## src/rtl/iir_first_order_mc.sv

```systemverilog
// iir_first_order_mc: multi-channel saturating first-order IIR smoother y = x + (y_prev >>> SHIFT) with valid/ready
module iir_first_order_mc #(
    parameter int DW    = 8,
    parameter int NCH   = 4,
    parameter int CW    = 2,
    parameter int SHIFT = 1
) (
    input  logic                 clock,
    input  logic                 rst,
    input  logic                 in_valid,
    output logic                 in_ready,
    input  logic [CW-1:0]        in_ch,
    input  logic signed [DW-1:0] inp,
    input  logic                 ic_load,
    input  logic signed [DW-1:0] in_cd,
    output logic                 out_valid,
    input  logic                 out_ready,
    output logic [CW-1:0]        out_ch,
    output logic signed [DW-1:0] out,
    output logic                 sat_flag
);
    logic signed [DW-1:0] st [NCH];
    logic signed [DW-1:0] fb;
    logic signed [DW-1:0] clip;
    logic [DW:0]          sum;
    logic                 ch_ok;
    logic                 acc;
    logic                 ovf;
    always_comb begin
        ch_ok    = {1'b0, in_ch} < (CW+1)'(NCH);
        in_ready = !ic_load && (!out_valid || out_ready);
        acc      = in_valid && in_ready && ch_ok;
        fb       = st[in_ch] >>> SHIFT;
        sum      = {inp[DW-1], inp} + {fb[DW-1], fb};
        ovf      = sum[DW] != sum[DW-1];
        clip     = ovf ? {sum[DW], {(DW-1){!sum[DW]}}} : sum[DW-1:0];
    end
    always_ff @(posedge clock) begin
        if (rst) begin
            for (int i = 0; i < NCH; i++) st[i] <= '0;
            out_valid <= 1'b0;
            out       <= '0;
            out_ch    <= '0;
            sat_flag  <= 1'b0;
        end else begin
            if (ic_load && ch_ok) st[in_ch] <= in_cd;
            if (acc) begin
                st[in_ch] <= clip;
                out       <= clip;
                out_ch    <= in_ch;
                sat_flag  <= ovf;
                out_valid <= 1'b1;
            end else if (out_ready) begin
                out_valid <= 1'b0;
            end
        end
    end
endmodule

```

## config.mk

```make
export PLATFORM = sky130hd
export DESIGN_NAME = iir_first_order_mc
export DESIGN_NICKNAME = d
export VERILOG_FILES = /design/src/rtl/iir_first_order_mc.sv
export SDC_FILE = /design/constraint.sdc
export NUM_CORES = 1
export LEC_CHECK = 0
export BUFFER_PORTS_ARGS = -buffer_cell sky130_fd_sc_hd__buf_2
export CORE_MARGIN = 10
export CORE_UTILIZATION = 56
export DETAILED_ROUTE_END_ITERATION = 8
export HOLD_SLACK_MARGIN = 0.02
export PLACE_DENSITY = 0.8
export SLEW_MARGIN = 20
export SYNTH_ARGS = -nofsm -noshare
export SYNTH_HDL_FRONTEND = slang
export SYNTH_SLANG_ARGS = --single-unit
```

## constraint.sdc

```tcl
create_clock -name clock -period 4.6 [get_ports clock]
set_input_delay 0.69 -clock clock [delete_from_list [all_inputs] [get_ports clock]]
set_output_delay 0.69 -clock clock [all_outputs]
set_load 0.01 [all_outputs]
```

==> flow_summary.yaml <==
synthesis:
  async_flop_share: 0
  ys_types: 42
  synth_compound_area_frac: 0.153
  synth_simple_gate_area_frac: 0.170
  synth_edf_count: 28
  synth_seq_area_share: 0.490
  synth_fp_nets: 234
  ys.flop_type: "edfxtp_1"
  synth_top_family_by_area: "simple AND/OR/NAND/NOR gates"
  synth_area_mm2: 0.00220
  yosysWarnings: 0
  synthMuxAreaShare: 0.0806
  ys_ff_latch: 40
  synthAdderAreaFrac: 0.0647
  syn-mean-instance-area_um2: 10.9
  syn_inst: 202
  synth-xor-area-share: 0.0199
finish:
  diodes: 0
  final_area_mm2: 0.00252
  layout_common_cells: "buf_2 (34), edfxtp_1 (28), nor2_1 (25), nor3_1 (18)"
  final_nets: 267
  nFillCells: 298
  mostFrequentLayoutCell: "buf_2"
  syn2layout_area_growth_pct: 14.3
  drive_above_1_share: 0.246
place:
  io_buffers: 34
  dp.final_hpwl_um: 3700
  post_dp_cell_area_mm2: 0.00241
  place_congestion: 0.830
clock_network:
  cts.clk_slew.worst_paths_ns: 0.08
  cts_max_level: 2
  cts_root_buf: "clkbuf_8"
  cts_resized: 0
  postCtsSetupBuffers: 0
  cts_buffer_depth: 2
  cts_buffers: 5
  clk_latency_ns: 0.30
  cts_sinks: 40
  ctsHoldBuffers: 0
  cts_tree: "yes"
job:
  cap_violations: 0
worst_setup_path:
  crit_top_cell: "nor3_1"
  critPathMaxStageDelay_ns: 0.56
  criticalPathCategory: "primary input to flop"
  cp_num_buf_inv: 1
  cp.arrival_ns: 3.67
  critPathTopFamily: "compound AO/OA/AOI/OAI gates"
  cp-start-kind: "primary input"
  crit_path_top_delay_cell: "mux4_2"
  crit_required_ns: 4.63
  cp-end-kind: "flop"
  worstPathMaxFanout: 12
  crit_chain: "buf_2 -> mux4_2 -> ha_1 -> a21o_1 -> a2111oi_2 -> a22o_1 -> nor3_1 -> nor3_1 -> nor3_1"
floorplan:
  dieHeight_um: 82.7
  dieWidth_um: 82.7
  ioPinCount: 36
  coreArea_mm2: 0.00374
  initial_core_util: 0.589
  dieArea_mm2: 0.00685
  fp-row-count: 22
detailed_routing:
  wl_per_cell_um: 17.4
  vias: 1713
  ant_nets: 0
  drc: 0
  firstDrtPassIters: 4
  drtIter0Drc: 166
  vias_per_cell: 6.03
  totalWireLength_um: 4950
timing:
  setup_viol: 0
  rsz0062_at_grt: "no"
  fin_crit_ns: 3.64
  worstMarginPinSlew_ns: 0.926
  worst_hold_slack_ns: 0.498
  maxSlewViolCount: 0
  clock_skew_ns: 0.00554
  slew_headroom: 0.381
  hold_viol: 0
  fmax_ghz: 0.275
  fin_tns_setup_ns: 0
  layout_worst_path_cycle_share: 0.792
power:
  vdd.ir_drop.worst_v: 0.000399
  p_sw_frac: 0.295
  pwr-share-clk: 0.304
  p_per_area_mw_per_mm2: 373
  switchingPower_mw: 0.278
  p_comb_frac: 0.248
  leakage_nw: 1.00
  pwr-share-seq: 0.448
  p_int_mw: 0.663
grt:
  grt_pass1_vias: 1649
  grt_overflow: 0
  grt_pass1_wl_um: 7940
  grt_max_degree: 20
  antenna_found_initial: 0
  track_usage: 0.152
run_status:
  outcome: "completed"
min_path:
  hp-class: "flop to flop"
-- cells by family after synthesis --
kind of cell | count (synthesis)
flip-flops | 40
buffers and inverters | 13
XOR/XNOR | 5
AO/OA/AOI/OAI | 48
adder cells (fa/ha/maj) | 11
multiplexers | 9
AND/OR/NAND/NOR | 76
-- metal layers --
layer / GRT usage / up-vias / wire length (µm)
li1: - / 842 / -
met4: 0.0485 / 0 / 90
met2: 0.243 / 54 / 2370
met3: 0.0540 / 10 / 319
met1: 0.187 / 807 / 2180
met5: 0 / - / 0
-- path summary, 6_finish.rpt --
check	cells past startpoint	start	slack [ns]	to
max	9	in_ch[0]	0.96	st[1][1]$_SDFFCE_PN0P_
min	2	out[3]$_SDFFE_PP0P_	0.50	out[3]$_SDFFE_PP0P_
max reg2reg	8	st[3][6]$_DFFE_PP_	1.36	st[1][1]$_SDFFCE_PN0P_
min reg2reg	2	out[3]$_SDFFE_PP0P_	0.50	out[3]$_SDFFE_PP0P_
-- worst register-to-register path, cell delays in order, from the launching register on --
cell	delay (ns)
edfxtp_1	0.37
mux4_2	0.49
ha_1	0.35
a21o_1	0.22
a2111oi_2	0.49
a22o_1	0.35
nor3_1	0.14
nor3_1	0.43
nor3_1	0.12
-- sequential cells by signal (all words and copies together), names as in the netlist --
signal / flops
st: 28
sat_flag: 1
out: 8
out_ch: 2
out_valid: 1
-- Yosys cell counts, drive strengths merged, types with 4 or more instances --
cell type	count	area share
edfxtp	28	0.38
nand3	6	0.014
clkbuf	7	0.012
a21oi	12	0.027
dfxtp	12	0.11
ha	8	0.045
nor3	18	0.041
a211oi	13	0.051
nand2	10	0.017
o21ai	8	0.018
nor2	25	0.043
inv	4	0.0068
mux4	7	0.072
nand2b	4	0.011
-- layout make-up --
| cell class | count | area [µm²] | share of cell area |
|---|---|---|---|
| Tap cell | 48 | 60.1 | 0.0238 |
| Inverter | 4 | 15.0 | 0.00596 |
| Multi-Input combinational cell | 149 | 1070 | 0.427 |
| Clock inverter | 3 | 42.5 | 0.0169 |
| Timing Repair Buffer | 35 | 178 | 0.0705 |
| Clock buffer | 5 | 68.8 | 0.0273 |
| Sequential cell | 40 | 1080 | 0.429 |
-- power by group through the flow --
stage          sequential (mW)  clock, mW  combinational [mW]
6_report                 0.422      0.286               0.233
3_3_place_gp             0.429          0               0.226
5_1_grt                  0.425      0.300               0.255
4_1_cts                  0.422      0.286               0.231
2_1_floorplan            0.433          0               0.162
3_5_place_dp             0.430          0               0.229
-- metrics by stage --
step	setup slack, ns	instances	util	power, mW
final	0.958	284	0.673	0.941
after global routing	0.690	284	0.673	0.980
after CTS	1.00	284	0.673	0.939
after detailed placement	0.698	276	0.643	0.660
after global placement	0.721	276	0.643	0.655
after floorplan	0.845	202	-	0.595
No activity file was read; power rests on OpenSTA's default activity.
